===== config.mk =====
export PLATFORM = sky130hd
export DESIGN_NAME = nexys_starship_ctrl_flat
export DESIGN_NICKNAME = d
export VERILOG_FILES = /design/src/rtl/nexys_starship_pkg.sv /design/src/rtl/nexys_starship_if.sv /design/src/rtl/nexys_starship_cooldown.sv /design/src/rtl/nexys_starship_ctrl.sv /design/src/flat_wrapper.sv
export SDC_FILE = /design/constraint.sdc
export NUM_CORES = 1
export LEC_CHECK = 0
export BUFFER_PORTS_ARGS = -buffer_cell sky130_fd_sc_hd__buf_4
export CAP_MARGIN = 20
export CORE_ASPECT_RATIO = 2
export CORE_UTILIZATION = 30
export CTS_CLUSTER_SIZE = 12
export DETAILED_ROUTE_END_ITERATION = 10
export GPL_TIMING_DRIVEN = 0
export PLACE_DENSITY_LB_ADDON = 0.05
export SLEW_MARGIN = 20
export SYNTH_ARGS = -nofsm -noshare
export SYNTH_HDL_FRONTEND = slang
export SYNTH_SLANG_ARGS = --single-unit

===== constraint.sdc =====
create_clock -name clk -period 2.9 [get_ports clk]
set_clock_uncertainty 0.05 [all_clocks]
set_input_delay 0 -clock clk [delete_from_list [all_inputs] [get_ports clk]]
set_output_delay 0 -clock clk [all_outputs]
set_load 0.01 [all_outputs]

===== src/rtl/nexys_starship_pkg.sv =====
// Shared constants for the starship monster controller: one-hot game states,
// blanking length and terminal IDs.
package nexys_starship_pkg;

   typedef logic [2:0] state_t;

   localparam state_t ST_IDLE = 3'b001;
   localparam state_t ST_PLAY = 3'b010;
   localparam state_t ST_OVER = 3'b100;

   localparam int unsigned BLANK_CYCLES = 2;

   localparam int unsigned TERM_BTM   = 0;
   localparam int unsigned TERM_TOP   = 1;
   localparam int unsigned TERM_LEFT  = 2;
   localparam int unsigned TERM_RIGHT = 3;

endpackage


===== src/rtl/nexys_starship_if.sv =====
// Game-side signal bundle between the terminal logic and the shared monster controller.
interface nexys_starship_if #(
   parameter int unsigned NUM_TERM = 4,
   parameter int unsigned SCORE_W  = 8
);
   localparam int unsigned AIM_W = (NUM_TERM > 1) ? $clog2(NUM_TERM) : 1;

   logic                timer_tick;
   logic                play_flag;
   logic                restart;
   logic                shoot;
   logic [AIM_W-1:0]    aim;
   logic [NUM_TERM-1:0] monster_sm;
   logic [NUM_TERM-1:0] term_gameover;
   logic [NUM_TERM-1:0] monster_ctrl;
   logic                gameover_ctrl;
   logic [SCORE_W-1:0]  score;
   logic                hit_pulse;
   logic                miss_pulse;
   logic                q_Idle;
   logic                q_Play;
   logic                q_Over;

   modport master (
      output timer_tick, play_flag, restart, shoot, aim, monster_sm, term_gameover,
      input  monster_ctrl, gameover_ctrl, score, hit_pulse, miss_pulse, q_Idle, q_Play, q_Over
   );

   modport slave (
      input  timer_tick, play_flag, restart, shoot, aim, monster_sm, term_gameover,
      output monster_ctrl, gameover_ctrl, score, hit_pulse, miss_pulse, q_Idle, q_Play, q_Over
   );

endinterface


===== src/rtl/nexys_starship_cooldown.sv =====
// Loadable down-counter with tick enable; stops at zero and flags it.
module nexys_starship_cooldown #(
   parameter int unsigned W = 2
) (
   input  logic         clk,
   input  logic         rst_n,
   input  logic         clr,
   input  logic         load,
   input  logic [W-1:0] load_val,
   input  logic         tick,
   output logic         zero
);

   logic [W-1:0] count_q, count_d;

   always_comb begin
      count_d = count_q;
      if (clr) begin
         count_d = '0;
      end else if (load) begin
         count_d = load_val;
      end else if (tick && (count_q != '0)) begin
         count_d = count_q - W'(1);
      end
   end

   always_ff @(posedge clk or negedge rst_n) begin
      if (!rst_n) begin
         count_q <= '0;
      end else begin
         count_q <= count_d;
      end
   end

   assign zero = (count_q == '0);

endmodule


===== src/rtl/nexys_starship_ctrl.sv =====
// Shared monster controller: adopts terminal monsters, resolves shots, keeps score,
// locks the weapon after a miss and owns the IDLE/PLAY/OVER game state.
module nexys_starship_ctrl
   import nexys_starship_pkg::*;
#(
   parameter int unsigned NUM_TERM = 4,
   parameter int unsigned COOLDOWN = 3,
   parameter int unsigned SCORE_W  = 8
) (
   input  logic             clk,
   input  logic             rst_n,
   nexys_starship_if.slave  bus
);

   localparam int unsigned CD_W    = $clog2(COOLDOWN + 1);
   localparam int unsigned BLANK_W = $clog2(BLANK_CYCLES + 1);

   state_t              state_q, state_d;
   logic [NUM_TERM-1:0] monster_ctrl_q, monster_ctrl_d;
   logic                gameover_q, gameover_d;
   logic [SCORE_W-1:0]  score_q, score_d;
   logic                hit_q, hit_d;
   logic                miss_q, miss_d;

   logic                in_play;
   logic                any_go;
   logic                accept;
   logic                hit;
   logic                miss;
   logic                cd_zero;
   logic                cd_clr;
   logic [NUM_TERM-1:0] hit_vec;
   logic [NUM_TERM-1:0] blank_zero;

   assign in_play = (state_q == ST_PLAY);
   assign any_go  = |bus.term_gameover;
   // A gameover in the same cycle suppresses the shot entirely.
   assign accept  = in_play & bus.shoot & cd_zero & ~any_go;

   // Out-of-range aim matches no terminal and so resolves as a miss.
   always_comb begin
      hit_vec = '0;
      for (int unsigned i = 0; i < NUM_TERM; i++) begin
         hit_vec[i] = accept && (32'(bus.aim) == i) && monster_ctrl_q[i];
      end
   end

   assign hit    = |hit_vec;
   assign miss   = accept & ~hit;
   assign cd_clr = (state_q == ST_OVER) & bus.restart;

   nexys_starship_cooldown #(
      .W (CD_W)
   ) u_weapon_cd (
      .clk      (clk),
      .rst_n    (rst_n),
      .clr      (cd_clr),
      .load     (miss),
      .load_val (CD_W'(COOLDOWN)),
      .tick     (bus.timer_tick),
      .zero     (cd_zero)
   );

   // Blanking hides a terminal's stale monster_sm right after a kill.
   for (genvar g = 0; g < NUM_TERM; g++) begin : g_blank
      nexys_starship_cooldown #(
         .W (BLANK_W)
      ) u_blank (
         .clk      (clk),
         .rst_n    (rst_n),
         .clr      (1'b0),
         .load     (hit_vec[g]),
         .load_val (BLANK_W'(BLANK_CYCLES)),
         .tick     (1'b1),
         .zero     (blank_zero[g])
      );
   end

   always_ff @(posedge clk or negedge rst_n) begin
      if (!rst_n) begin
         state_q <= ST_IDLE;
      end else begin
         state_q <= state_d;
      end
   end

   always_comb begin
      state_d = state_q;
      case (state_q)
         ST_IDLE: if (bus.play_flag) state_d = ST_PLAY;
         ST_PLAY: if (any_go)        state_d = ST_OVER;
         ST_OVER: if (bus.restart)   state_d = ST_IDLE;
         default:                    state_d = ST_IDLE;
      endcase
   end

   always_comb begin
      monster_ctrl_d = '0;
      gameover_d     = 1'b0;
      score_d        = score_q;
      hit_d          = 1'b0;
      miss_d         = 1'b0;
      case (state_q)
         ST_IDLE: begin
            if (bus.play_flag) score_d = '0;
         end
         ST_PLAY: begin
            if (any_go) begin
               gameover_d = 1'b1;
            end else begin
               for (int unsigned i = 0; i < NUM_TERM; i++) begin
                  monster_ctrl_d[i] = hit_vec[i] ? 1'b0 :
                                      (monster_ctrl_q[i] | (bus.monster_sm[i] & blank_zero[i]));
               end
               hit_d  = hit;
               miss_d = miss;
               if (hit && (score_q != '1)) score_d = score_q + SCORE_W'(1);
            end
         end
         ST_OVER: begin
            gameover_d = ~bus.restart;
         end
         default: ;
      endcase
   end

   always_ff @(posedge clk or negedge rst_n) begin
      if (!rst_n) begin
         monster_ctrl_q <= '0;
         gameover_q     <= 1'b0;
         score_q        <= '0;
         hit_q          <= 1'b0;
         miss_q         <= 1'b0;
      end else begin
         monster_ctrl_q <= monster_ctrl_d;
         gameover_q     <= gameover_d;
         score_q        <= score_d;
         hit_q          <= hit_d;
         miss_q         <= miss_d;
      end
   end

   assign bus.monster_ctrl  = monster_ctrl_q;
   assign bus.gameover_ctrl = gameover_q;
   assign bus.score         = score_q;
   assign bus.hit_pulse     = hit_q;
   assign bus.miss_pulse    = miss_q;
   assign bus.q_Idle        = state_q[0];
   assign bus.q_Play        = state_q[1];
   assign bus.q_Over        = state_q[2];

endmodule


===== src/flat_wrapper.sv =====
// flat-port wrapper written by rule: the top's interface ports become plain ports
module nexys_starship_ctrl_flat import nexys_starship_pkg::*;
#(
   parameter int unsigned NUM_TERM = 4,
   parameter int unsigned COOLDOWN = 3,
   parameter int unsigned SCORE_W  = 8
)
  (clk, rst_n, bus_timer_tick, bus_play_flag, bus_restart, bus_shoot, bus_aim, bus_monster_sm, bus_term_gameover, bus_monster_ctrl, bus_gameover_ctrl, bus_score, bus_hit_pulse, bus_miss_pulse, bus_q_Idle, bus_q_Play, bus_q_Over);
  nexys_starship_if #(.NUM_TERM(NUM_TERM), .SCORE_W(SCORE_W)) bus_i ();
  input  logic clk;
  input  logic rst_n;
  input wire logic [$bits(bus_i.timer_tick)-1:0] bus_timer_tick;
  input wire logic [$bits(bus_i.play_flag)-1:0] bus_play_flag;
  input wire logic [$bits(bus_i.restart)-1:0] bus_restart;
  input wire logic [$bits(bus_i.shoot)-1:0] bus_shoot;
  input wire logic [$bits(bus_i.aim)-1:0] bus_aim;
  input wire logic [$bits(bus_i.monster_sm)-1:0] bus_monster_sm;
  input wire logic [$bits(bus_i.term_gameover)-1:0] bus_term_gameover;
  output wire logic [$bits(bus_i.monster_ctrl)-1:0] bus_monster_ctrl;
  output wire logic [$bits(bus_i.gameover_ctrl)-1:0] bus_gameover_ctrl;
  output wire logic [$bits(bus_i.score)-1:0] bus_score;
  output wire logic [$bits(bus_i.hit_pulse)-1:0] bus_hit_pulse;
  output wire logic [$bits(bus_i.miss_pulse)-1:0] bus_miss_pulse;
  output wire logic [$bits(bus_i.q_Idle)-1:0] bus_q_Idle;
  output wire logic [$bits(bus_i.q_Play)-1:0] bus_q_Play;
  output wire logic [$bits(bus_i.q_Over)-1:0] bus_q_Over;
  assign bus_i.timer_tick = bus_timer_tick;
  assign bus_i.play_flag = bus_play_flag;
  assign bus_i.restart = bus_restart;
  assign bus_i.shoot = bus_shoot;
  assign bus_i.aim = bus_aim;
  assign bus_i.monster_sm = bus_monster_sm;
  assign bus_i.term_gameover = bus_term_gameover;
  assign bus_monster_ctrl = bus_i.monster_ctrl;
  assign bus_gameover_ctrl = bus_i.gameover_ctrl;
  assign bus_score = bus_i.score;
  assign bus_hit_pulse = bus_i.hit_pulse;
  assign bus_miss_pulse = bus_i.miss_pulse;
  assign bus_q_Idle = bus_i.q_Idle;
  assign bus_q_Play = bus_i.q_Play;
  assign bus_q_Over = bus_i.q_Over;
  nexys_starship_ctrl #(.NUM_TERM(NUM_TERM), .COOLDOWN(COOLDOWN), .SCORE_W(SCORE_W)) u_core (.clk(clk), .rst_n(rst_n), .bus(bus_i));
endmodule

* After elaboration in Yosys (flattened, before gate mapping) *
Cells that the tools add are included.

cells by class
  add/sub/neg operators = 6
  equal/unequal tests = 12
  mux-type cells = 31
  bitwise logic cells = 16
  reductions and logical operators = 31

operators by type and width
  kind                                               number
  2-to-1 mux 8 bit                                   3
  2-to-1 mux 2 bit                                   11
  nonzero test 2 bit                                 10
  one-hot mux 8 bit (2 select lines)                 1
  zero test 2 bit                                    6
  logical AND 1 bit                                  10
  inequality test 2 bit (second input constant)      5
  subtractor 2 x 1 -> 2 bit (second input constant)  5
  AND 1 bit                                          9
  2-to-1 mux 1 bit                                   9
  2-to-1 mux 3 bit                                   3
  one-hot mux 3 bit (3 select lines)                 1
  adder 8 x 1 -> 8 bit (second input constant)       1
  2-to-1 mux 4 bit                                   2
  inequality test 8 bit (second input constant)      1
  OR reduction 4 bit                                 2
  == test 2 bit (second input constant)              2
  OR 1 bit                                           4
  AND reduction 4 bit                                1
  == test 3 x 1 -> 1 bit (second input constant)     1
  == test 3 x 2 -> 1 bit (second input constant)     1
  == test 3 bit (second input constant)              1
  inverter 1 bit                                     3
  AND reduction 3 bit                                1
  3 further kinds                                    3

storage, ports and cells
  bits in registers = 28
  bits of input ports = 16
  output and inout port bits = 18

* Logic depth before layout (Yosys ltp) *
Gate-level depths: netlist (run 1).

  depth after elaboration = 11
  mapped depth = 8

* Modules after synthesis *
Synthesis (run 1) repeated with hierarchy kept, for this count alone.

unflattened totals
  cell total of the unflattened synthesis = 173
  area, all modules = 1,773.0 um^2

modules (own cells, without submodules)
  module                   times used  cells an instance  area each (um^2)
  nexys_starship_ctrl      1           103                1,022.2
  nexys_starship_cooldown  5           14                 150.1

* Least setup slack after synthesis (run 1) *
No wires, ideal clock.

  path kind = reg-to-reg
  from = register u_core.state_q[2]
  to = register u_core.g_blank[1].u_blank.count_q[0]
  data arrival time = 1.618 ns
  required time = 2.712 ns
  setup slack = 1.094 ns
  stages on the path, launching flop included = 7
  path buffers = 2
  period minus slack after synthesis = 1.806 ns
  cell sequence = dfrtp_1 > clkbuf_1 > nor3b_2 > buf_2 > nand3_1 > nor4b_1 > nor2_1

on the way
  cells in the longest elaborated chain, start to end = 7
  elaborated cells on any way between the ends = 8
  those cells by class = 1 x eq/ne; 1 x mux; 3 x bitwise; 3 x reduce/logical

RTL lines
  element                                                        RTL line                       text
  start, declared                                                nexys_starship_ctrl.sv:18      state_t state_q, state_d;
  start signal, assigned                                         nexys_starship_ctrl.sv:83      state_q <= state_d;
  == test 3 x 2 -> 1 bit *                                       nexys_starship_ctrl.sv:35      assign in_play = (state_q == ST_PLAY);
  AND 1 bit * (3 in a row)                                       nexys_starship_ctrl.sv:38      assign accept = in_play & bus.shoot & cd_zero & ~any_go;
  logical AND 1 bit * (2 in a row)                               nexys_starship_ctrl.sv:44      hit_vec[i] = accept && (32'(bus.aim) == i) && monster_ctrl_q[i];
  2-to-1 mux 2 bit / nonzero test 2 bit (equally long branches)  --
  end signal, assigned                                           nexys_starship_cooldown.sv:31  count_q <= count_d;
  end, declared                                                  nexys_starship_cooldown.sv:14  logic [W-1:0] count_q, count_d;

Every way passes the cells marked *; elsewhere a longest branch is shown, timed or not.
A chain may end at the register's enable or synchronous reset.

* Worst setup path in the final report (run 1) *
  from = register u_core.state_q[0]
  to = register u_core.g_blank[0].u_blank.count_q[0]

on the way
  cells in the longest elaborated chain, start to end = 7
  elaborated cells on any way between the ends = 8
  those cells by class = 1 x eq/ne; 1 x mux; 3 x bitwise; 3 x reduce/logical

RTL lines
  element                                                        RTL line
  == test 3 x 2 -> 1 bit *                                       nexys_starship_ctrl.sv:35
  AND 1 bit * (3 in a row)                                       nexys_starship_ctrl.sv:38
  logical AND 1 bit * (2 in a row)                               nexys_starship_ctrl.sv:44
  2-to-1 mux 2 bit / nonzero test 2 bit (equally long branches)  --
  end signal, assigned                                           nexys_starship_cooldown.sv:31
  end, declared                                                  nexys_starship_cooldown.sv:14

Marked as above.

==> reports/metrics.yaml, run 1 <==
layout:
  mostFrequentLayoutCell: "buf_4"
  areaGrowthSynthToFinish_pct: 28.23
  n_antenna_cell: 0
  final_cell_mix: "buf_4, dfrtp_1, inv_1"
  nets: 225
  drive_gt1_share_pct: 22.77
worst_setup_path:
  critPathKind: "reg -> reg"
  crit_arrival_ps: 2240
  crit_chain: "clkbuf_1, nor3b_2, buf_2, nand3_1, nor4b_1, nor2_1"
  crit_slowest_cell: "nor4b_1"
  end_kind: "register"
  slowest_delay_ps: 610
  critPathTopFamily: "simple AND/OR/NAND/NOR gates"
  crit_buf_inv: 2
  rrSetupSlack_ps: 760
  cp.required_ps: 3000
  start_kind: "register"
  crit_fanout: 10
floorplanning:
  die-area_sq_mm: 0.005313
  die_x_um: 52.05
  die_h_um: 102.1
  initial_core_util_pct: 31.18
  num_rows: 36
  ios: 34
  core-area_sq_mm: 0.004820
sta:
  finalCritPeriodShare_pct: 73.88
  finalSetupTns_ps: 0
  fin_ws_ps: 757.4
  finalHoldViolations: 0
  slew_viol_final: 0
  rsz0062_at_grt: "no"
  period_needed_ps: 2143
  worst_pin_slew_ps: 685.4
  setup_viol: 0
  slew_headroom_pct: 53.82
  max_freq_mhz: 466.7
logic_synthesis:
  synth-xor-area-share_pct: 2.914
  ys_warn_count: 0
  synth_ff_type: "dfrtp_1"
  synth_top_family_by_area: "simple AND/OR/NAND/NOR gates"
  async_reset_ff_share_pct: 100.0
  synth-seq-cells: 28
  synth_compound_area_share_pct: 16.15
  synth-seq-area-share_pct: 46.71
  synth_area_sq_mm: 0.001503
  synthCells: 159
  syn-mean-instance-area_sq_um: 9.451
  synthMuxAreaShare_pct: 1.499
  synth_edf_count: 0
  synth_adder_area_share_pct: 4.996
  syn_nets: 181
  synth-simple-area-share_pct: 21.73
  ys_types: 38
global_routing:
  antenna_found_initial: 0
  grt_overflow: 0
  grt_max_degree: 29
  grt_pass1_wl_um: 6375
  grt_pass1_vias: 1357
  grtUsageTotal_pct: 16.18
route:
  ant_nets: 0
  drc: 0
  num_vias: 1319
  wl_um: 3759
  firstDrtPassIters: 4
  post_drt_wl_per_cell_um: 14.51
  drt_iter0_drc: 17
  routed_via_density: 5.093
run_status:
  status: "finished clean"
clocking:
  clock_path_buffers: 2
  htreeDepth: 1
  path_clk_slew_ps: 90
  cts_tree: "built"
  cts-buffers-inserted: 3
  cts_root_buf: "clkbuf_8"
  ctsResizeCount: 0
  clock_sinks: 28
  clk_latency_ps: 270
power_and_ir_drop:
  ir_worst_vdd_uv: 408.3
  power_density_mw_per_mm2: 703.5
  power_leakage_nw: 0.9100
placement:
  hpwl_um: 2940
  pre_cts_ws_ps: 691.9
  port_buffers: 33
  gp_congestion: 0.7613
run:
  cap_violations: 0
min_path:
  hp-class: "in -> reg"
[state kept, by name, indices dropped and copies added (netlist names)]
signal and flops:
u_core.bus.score 8, u_core.g_blank.u_blank.count_q 8, u_core.bus.monster_ctrl 4, u_core.state_q 3
u_core.u_weapon_cd.count_q 2, u_core.bus.gameover_ctrl 1, u_core.bus.hit_pulse 1, u_core.bus.miss_pulse 1
[stage by stage]
stage | instances | area, sq um | hold WS, ps | util [%] | power, mW
global placement | 249 | 1822 | -108.7 | 37.80 | 1.103
floorplan | 159 | 1503 | -345.6 | - | 0.9644
global route | 259 | 1927 | 40.15 | 39.98 | 1.478
detailed placement | 249 | 1822 | -96.38 | 37.80 | 1.144
CTS | 259 | 1927 | 3.355 | 39.98 | 1.381
finish | 259 | 1927 | 13.51 | 39.98 | 1.356
[path summary, 6_finish.rpt]
kind,from,end,cells after the start
worst max-delay path,u_core.state_q[0],u_core.g_blank[0].u_blank.count_q[0],6
worst min-delay path,bus_monster_sm[1],u_core.bus.monster_ctrl[1],3
worst max register to register,u_core.state_q[0],u_core.g_blank[0].u_blank.count_q[0],6
worst min register to register,u_core.g_blank[0].u_blank.count_q[1],u_core.g_blank[0].u_blank.count_q[1],1
max in group asynchronous,rst_n,u_core.state_q[0],2
min in group asynchronous,rst_n,u_core.bus.score[2],2
[layer usage]
layer,share of wire (%),wire (um),up-vias,global-route usage [%]
met1,37,1395,640,16.09
met2,59,2205,28,32.25
met3,2.7,102,4,1.488
met4,1.5,55,0,6.237
li1,-,-,647,-
met5,0,0,-,0
[logic make-up after synthesis]
family,Yosys count
XOR/XNOR,5
adder cells (fa/ha/maj),6
AO/OA/AOI/OAI,37
flip-flops,28
AND/OR/NAND/NOR,59
buffers and inverters,23
multiplexers,1
[final cells by class]
cell class	instances	area [sq um]
plain buffers	5	22.52
clock buffers	4	45.04
fillers	495	2893
inverters	18	67.56
multi-input cells	108	710.7
flip-flops and latches	28	701.9
well taps	57	71.32
repair buffers	39	307.8
[power breakdown]
part	switching, mW	leakage, nW	internal [mW]	total (mW)
combinational	0.298	0.524	0.264	0.562
sequential	0.0702	0.363	0.504	0.574
clock	0.121	0.0228	0.0986	0.220
[cells in the mapped netlist, drive strengths merged, types with 3 or more instances]
cell type | n | area (sq um)
dfrtp | 27 | 675.7
inv | 18 | 67.56
nor2 | 15 | 56.30
a21oi | 9 | 45.04
nand2 | 9 | 33.78
a31oi | 7 | 43.79
nand3 | 7 | 35.03
nor3 | 7 | 35.03
o21ai | 7 | 35.03
ha | 6 | 75.07
a211o | 4 | 35.03
xor2 | 4 | 35.03
buf | 3 | 15.01
nand4 | 3 | 18.77
o31ai | 3 | 22.52
[timing repair]
action                                 CTS  global route
setup buffers                            0             0
endpoints found under the hold margin   33             0
hold buffers                             6             0
[worst register-to-register path: stages (launching register included)]
cell and delay, ps:
dfstp_2 380, clkbuf_1 200, nor3b_2 240, buf_2 240, nand3_1 190, nor4b_1 610, nor2_1 110
No activity file was read; power rests on OpenSTA's default activity.
==> run 2, diff against run 1 <==
==> constraint.sdc (replaced) <==
create_clock -name clk -period 2 [get_ports clk]
set_clock_uncertainty 0.05 [all_clocks]
set_input_delay 0 -clock clk [delete_from_list [all_inputs] [get_ports clk]]
set_output_delay 0 -clock clk [all_outputs]
set_load 0.01 [all_outputs]
==> run 2 against run 1 <==
Effect of this change: die area did not move; worst setup slack got worse by 660 ps; sequential power rose by 52%; critical path depth did not move; clock power rose by 45%; core utilization rose by 2.2 points; critical endpoint is now u_core.bus.score[7]; highest routed layer unchanged.
==> reports/metrics.yaml, run 2 (synthesis results as in run 1) <==
clocking:
  clock_path_buffers: 2  # unchanged
  clk_latency_ps: 270  # about the same
  cts-buffers-inserted: 3  # unchanged
  clock_sinks: 28  # unchanged
  htreeDepth: 1  # unchanged
  cts_tree: "built"
  path_clk_slew_ps: 90  # about the same
  cts_root_buf: "clkbuf_8"
worst_setup_path:
  crit_slowest_cell: "or4_1"
  crit_fanout: 4  # -6
  crit_arrival_ps: 2050  # -190 ps
  rrSetupSlack_ps: 90  # -660 ps
  critPathKind: "reg -> reg"
  worst-r2r-cell-count: 6  # unchanged
  crit_start: "u_core.u_weapon_cd.count_q[0]"
  crit_chain: "inv_1, ha_2, and2_4, nand4_1, or4_1, o221ai_1"
  end_kind: "register"
  cp.required_ps: 2140  # -860 ps
  start_kind: "register"
  slowest_delay_ps: 590  # -20 ps
  timing.rr.start: "u_core.u_weapon_cd.count_q[0]"
  worstReg2RegEnd: "u_core.bus.score[7]"
floorplanning:
  die-area_sq_mm: 0.005313  # unchanged
  initial_core_util_pct: 31.18  # unchanged
  die_x_um: 52.05  # unchanged
  die_h_um: 102.1  # unchanged
  num_rows: 36  # unchanged
  core-area_sq_mm: 0.004820  # unchanged
  ios: 34  # unchanged
route:
  drc: 0  # unchanged
  routed_via_density: 5.195  # +2.0%
  num_vias: 1356  # +2.8%
  drt_iter0_drc: 26  # +9
  wl_met2_um: 2313  # +4.9%
  met1_length_um: 1466  # +5.1%
  post_drt_wl_per_cell_um: 15.16  # +4.5%
  met3_length_um: 107  # +4.9%
  top_layer_used: "met4"
  wl_um: 3958  # +5.3%
  firstDrtPassIters: 6  # +2
  ant_nets: 0  # unchanged
min_path:
  hp-class: "in -> reg"
  min_from: "bus_monster_sm[1]"
  holdPathStages: 3  # unchanged
  hold_end: "u_core.bus.monster_ctrl[1]"
sta:
  slew_viol_final: 0  # unchanged
  finalHoldViolations: 0  # unchanged
  max_freq_mhz: 524.2  # +12%
  period_needed_ps: 1908  # -235.1 ps
  finalSetupTns_ps: 0  # unchanged
  finalCritPeriodShare_pct: 95.38  # +21 points
  rsz0062_at_grt: "no"
  worst_pin_slew_ps: 699.4  # +14.01 ps
  slew_headroom_pct: 52.88  # -0.94 points
  setup_viol: 0  # unchanged
  fin_ws_ps: 92.49  # -664.9 ps
power_and_ir_drop:
  power_leakage_nw: 0.9451  # +3.9%
  ir_worst_vdd_uv: 560.9  # +37%
  power_density_mw_per_mm2: 988.8  # +41%
global_routing:
  grt_pass1_wl_um: 6451  # +1.2%
  antenna_found_initial: 0  # unchanged
  grt_pass1_vias: 1371  # +1.0%
  grtUsageTotal_pct: 16.36  # +0.18 points
  grt_max_degree: 29  # unchanged
  grt_overflow: 0  # unchanged
placement:
  gp_congestion: 0.7613  # unchanged
  port_buffers: 33  # unchanged
  dp.cells: 249  # unchanged
  hpwl_um: 2940  # unchanged
  pre_cts_ws_ps: -208.1  # -900.0 ps
layout:
  final_cell_mix: "buf_4, dfrtp_1, inv_1"
  areaGrowthSynthToFinish_pct: 35.22
  mostFrequentLayoutCell: "buf_4"
  instances_no_fill: 261  # +0.77%
  nets: 227  # +0.89%
  drive_gt1_share_pct: 29.90  # +7.1 points
  n_antenna_cell: 0  # unchanged
run_status:
  status: "finished clean"
run:
  cap_violations: 0  # unchanged
run 2: layout make-up:
cell class	count	area (sq um)
plain buffers	3	26.28
well taps	57	71.32
repair buffers	43	335.3
clock buffers	4	45.04
inverters	18	67.56
flip-flops and latches	28	703.2
fillers	486	2788
multi-input cells	108	783.3
run 2: worst max-delay path by stage:
| stage | to | slack [ps] | cells after the start |
|---|---|---|---|
| 2_1_floorplan | u_core.g_blank[1].u_blank.count_q[0] | 190 | 6 |
| 3_3_place_gp | u_core.g_blank[1].u_blank.count_q[0] | -200 | 6 |
| 3_5_place_dp | u_core.g_blank[0].u_blank.count_q[0] | -210 | 6 |
| 4_1_cts | u_core.g_blank[0].u_blank.count_q[0] | -10 | 6 |
| 5_1_grt | u_core.bus.score[7] | 4 | 6 |
| 6_report | u_core.bus.score[7] | 90 | 6 |
run 2: routing by layer:
layer	up-vias	GRT usage (%)
li1	652	-
met1	666	16.19
met2	32	32.74
met3	6	1.488
met4	0	6.237
met5	-	0
run 2: worst max-delay path: cells and delay by family (launching register included):
family | cells | cell delay [ps]
compound gates | 1 | 200
simple gates | 3 | 940
buf+inv | 1 | 60
fa+ha+maj | 1 | 170
flops | 1 | 400
run 2: where the power goes:
group	total (mW)	internal, mW	switching (mW)
registers	0.872	0.733	0.139
clock network	0.318	0.143	0.175
logic	0.819	0.405	0.414
run 2: per-stage QoR:
stage	hold slack, ps	util [%]	cell area, sq um	power, mW
6_report	12.79	42.16	2032	2.009
5_1_grt	39.72	42.16	2032	2.182
4_1_cts	3.355	40.37	1946	1.997
3_5_place_dp	-96.38	37.80	1822	1.658
3_3_place_gp	-108.7	37.80	1822	1.599
2_1_floorplan	-345.6	-	1503	1.398
run 2: repair_timing:
action	in CTS	in global routing
endpoints found under the setup margin	7	16
buffers inserted	1	2
pin swaps	1	4
gates cloned	0	1
resized for setup	4	16
hold buffers	6	0
endpoints found under the hold margin	34	0
==> run 3, diff against run 2 <==
--- a/config.mk
+++ b/config.mk
@@ -5,6 +5,7 @@
 export SDC_FILE = /design/constraint.sdc
 export NUM_CORES = 1
 export LEC_CHECK = 0
+export ABC_AREA = 1
 export BUFFER_PORTS_ARGS = -buffer_cell sky130_fd_sc_hd__buf_4
 export CAP_MARGIN = 20
 export CORE_ASPECT_RATIO = 2
@@ -13,6 +14,7 @@
 export DETAILED_ROUTE_END_ITERATION = 10
 export GPL_TIMING_DRIVEN = 0
 export PLACE_DENSITY_LB_ADDON = 0.05
+export SETUP_SLACK_MARGIN = 0.3
 export SLEW_MARGIN = 20
 export SYNTH_ARGS = -nofsm -noshare
 export SYNTH_HDL_FRONTEND = slang
==> constraint.sdc (replaced) <==
create_clock -name clk -period 2 [get_ports clk]
set_clock_uncertainty 0.05 [all_clocks]
set_input_delay 0.1 -clock clk [delete_from_list [all_inputs] [get_ports clk]]
set_output_delay 0.1 -clock clk [all_outputs]
set_load 0.01 [all_outputs]
==> run 3 against run 2 <==
Effect of this change: register-to-register slack better by 240 ps; first-iteration DRC count down 42%; die area up 8.1%; critical endpoint is now u_core.bus.score[2]; largest power group is now combinational logic; highest routed layer unchanged.
==> reports/metrics.yaml, run 3 <==
route:
  firstDrtPassIters: 4  # -2
  met1_length_um: 1292  # -12%
  met3_length_um: 103  # -3.7%
  drt_iter0_drc: 15  # -42%
  post_drt_wl_per_cell_um: 11.74  # -23%
  drc: 0  # unchanged
  wl_um: 3723  # -5.9%
  wl_met2_um: 2297  # -0.69%
  num_vias: 1415  # +4.4%
  routed_via_density: 4.464  # -14%
  top_layer_used: "met4"
  ant_nets: 0  # unchanged
run:
  cap_violations: 0  # unchanged
floorplanning:
  core-area_sq_mm: 0.005185  # +7.6%
  die-area_sq_mm: 0.005742  # +8.1%
  ios: 34  # unchanged
  die_x_um: 54.09  # +3.9%
  die_h_um: 106.2  # +4.0%
  initial_core_util_pct: 31.39  # +0.22 points
  num_rows: 37  # +2.8%
sta:
  period_needed_ps: 1670  # -237.4 ps
  setup_viol: 0  # unchanged
  rsz0062_at_grt: "yes"
  slew_viol_final: 0  # unchanged
  finalCritPeriodShare_pct: 83.51  # -12 points
  max_freq_mhz: 598.8  # +14%
  finalHoldViolations: 0  # unchanged
  whs_ps: 20.42  # +7.620 ps
  worst_pin_slew_ps: 442.3  # -257.1 ps
  finalSetupTns_ps: 0  # unchanged
  fin_ws_ps: 329.9  # +237.4 ps
  slew_headroom_pct: 70.24  # +17 points
worst_setup_path:
  end_kind: "register"
  crit_start: "u_core.bus.score[0]"
  crit_arrival_ps: 1830  # -220 ps
  endpoint: "u_core.bus.score[2]"
  crit_fanout: 8  # +4
  cp.required_ps: 2160  # +20 ps
  worstReg2RegEnd: "u_core.bus.score[2]"
  start_kind: "register"
  rrSetupSlack_ps: 330  # +240 ps
  timing.rr.start: "u_core.bus.score[0]"
  worst-r2r-cell-count: 12  # +6
  critPathKind: "reg -> reg"
clocking:
  clock_sinks: 28  # unchanged
  htreeDepth: 1  # unchanged
  clk_latency_ps: 270  # about the same
  path_clk_slew_ps: 100  # about the same
  cts_root_buf: "clkbuf_8"
  cts-buffers-inserted: 3  # unchanged
  cts_tree: "built"
  clock_path_buffers: 2  # unchanged
logic_synthesis:
  ys_types: 24  # -37%
  synth_top_area_share_pct: 41.51  # -3.5 points
  async_reset_ff_share_pct: 100.0  # unchanged
  ys_warn_count: 0  # unchanged
  synthCells: 214  # +35%
  synth.area.top_cells: "dfrtp_1, nand2_1, inv_1, nand3_1, ha_1"
  synth_top_area_cell: "dfrtp_1"
  synth_commonest_cells: "nand2_1, inv_1, dfrtp_1, nor2_1, nand3_1"
  synth_edf_count: 0  # unchanged
  synth.most_common_cell: "nand2_1"
  synth_ff_type: "dfrtp_1"
  synth-seq-area-share_pct: 43.12  # -3.6 points
  syn_nets: 236  # +30%
  synth_area_sq_mm: 0.001628  # +8.3%
  synth-seq-cells: 28  # unchanged
  syn-mean-instance-area_sq_um: 7.607  # -20%
placement:
  port_buffers: 33  # unchanged
  gp_congestion: 0.6898  # -9.4%
  pre_cts_ws_ps: 66.64  # +274.7 ps
  dp.cells: 305  # +22%
  hpwl_um: 2901  # -1.3%
min_path:
  min_from: "bus_monster_sm[2]"
  hp-class: "in -> reg"
power_and_ir_drop:
  power_leakage_nw: 1.161  # +23%
  net-switching-power_uw: 966.3  # +33%
  clockPowerShare_pct: 13.8  # -2.0 points
  ir_worst_vdd_uv: 773.9  # +38%
  comb_power_share_pct: 49.1  # +8.3 points
  internal-power_mw: 1.331  # +3.9%
  p_sw_share_pct: 42.06  # +5.8 points
  seqPwrFrac_pct: 37.1  # -6.3 points
  power_density_mw_per_mm2: 1088  # +10%
layout:
  n_antenna_cell: 0  # unchanged
  areaGrowthSynthToFinish_pct: 29.67
  instances_no_fill: 317  # +21%
  drive_gt1_share_pct: 28.57  # -1.3 points
  final_cell_mix: "nand2_1, buf_4, inv_1"
  nets: 282  # +24%
  mostFrequentLayoutCell: "nand2_1"
global_routing:
  grt_pass1_wl_um: 5996  # -7.1%
  grt_overflow: 0  # unchanged
  antenna_found_initial: 0  # unchanged
  grt_pass1_vias: 1404  # +2.4%
  grt_max_degree: 29  # unchanged
  grtUsageTotal_pct: 14.31  # -2.0 points
run_status:
  status: "finished clean"
## run 3: cell types whose count changed after synthesis, sizes merged, moves of 3 or more
cell / delta
nand2: +59
inv: +24
nand3: +12
a31oi: -7
nor2: +7
a211o: -4
xor2: -4
buf: -3
nand4: -3
o21ai: +3
o31ai: -3
## run 3: critical path, cell delays in order, from the launching register on
cell and delay [ps]:
dfrtp_1 370, ha_2 190, nand2_2 50, inv_2 80, nand2_2 60, nor3_2 190
and2_4 180, nand2_4 50, nand2_4 100, nand2_8 80, nand2_8 100, nand2_1 50
nand2_1 60
## run 3: final cells by class
cell class / count / area, sq um
fill: 575 / 3074
multi-input combinational: 145 / 825.8
timing repair buffer: 40 / 302.8
inverter: 42 / 160.2
tap: 58 / 72.57
clock buffer: 4 / 45.04
sequential: 28 / 704.4
## run 3: metrics by stage
step	utilization, %	power, mW	cell area [sq um]
after floorplan	-	1.603	1628
after global placement	37.57	1.902	1948
after detailed placement	37.57	1.916	1948
after CTS	39.82	2.338	2064
after global routing	40.71	2.523	2111
final	40.71	2.297	2111
## run 3: kinds of logic after synthesis
group	after synthesis	synth area share, %
compound gates	19	6.533
buf+inv	42	9.839
flops	28	43.12
simple gates	119	35.90
fa+ha+maj	6	4.612
## run 3: worst min path at each step
stage                                                end  cells after the start
finish                        u_core.bus.monster_ctrl[2]                      3
global route                  u_core.bus.monster_ctrl[2]                      3
CTS                           u_core.bus.monster_ctrl[2]                      3
detailed placement  u_core.g_blank[3].u_blank.count_q[0]                      1
global placement    u_core.g_blank[3].u_blank.count_q[0]                      1
floorplan                       u_core.bus.gameover_ctrl                      0
## run 3: layer usage
metal	vias up	track usage, %
li1	750	-
met3	2	1.288
met5	-	0
met4	0	4.579
met2	22	29.28
met1	641	13.18
## run 3: power by group through the flow
stage	sequential, mW	combinational (mW)	clock, mW
floorplan	0.866	0.737	0
global placement	0.866	1.04	0
detailed placement	0.868	1.05	0
CTS	0.854	1.15	0.339
global route	0.870	1.30	0.354
finish	0.853	1.13	0.317
## run 3: timing repair
action / in CTS / in global routing
buffers inserted: 4 / 2
hold endpoints to repair: 27 / 0
cloned: 0 / 1
resized for setup: 7 / 8
hold buffers: 1 / 0
endpoints found under the setup margin: 10 / 10
pin swaps: 2 / 4
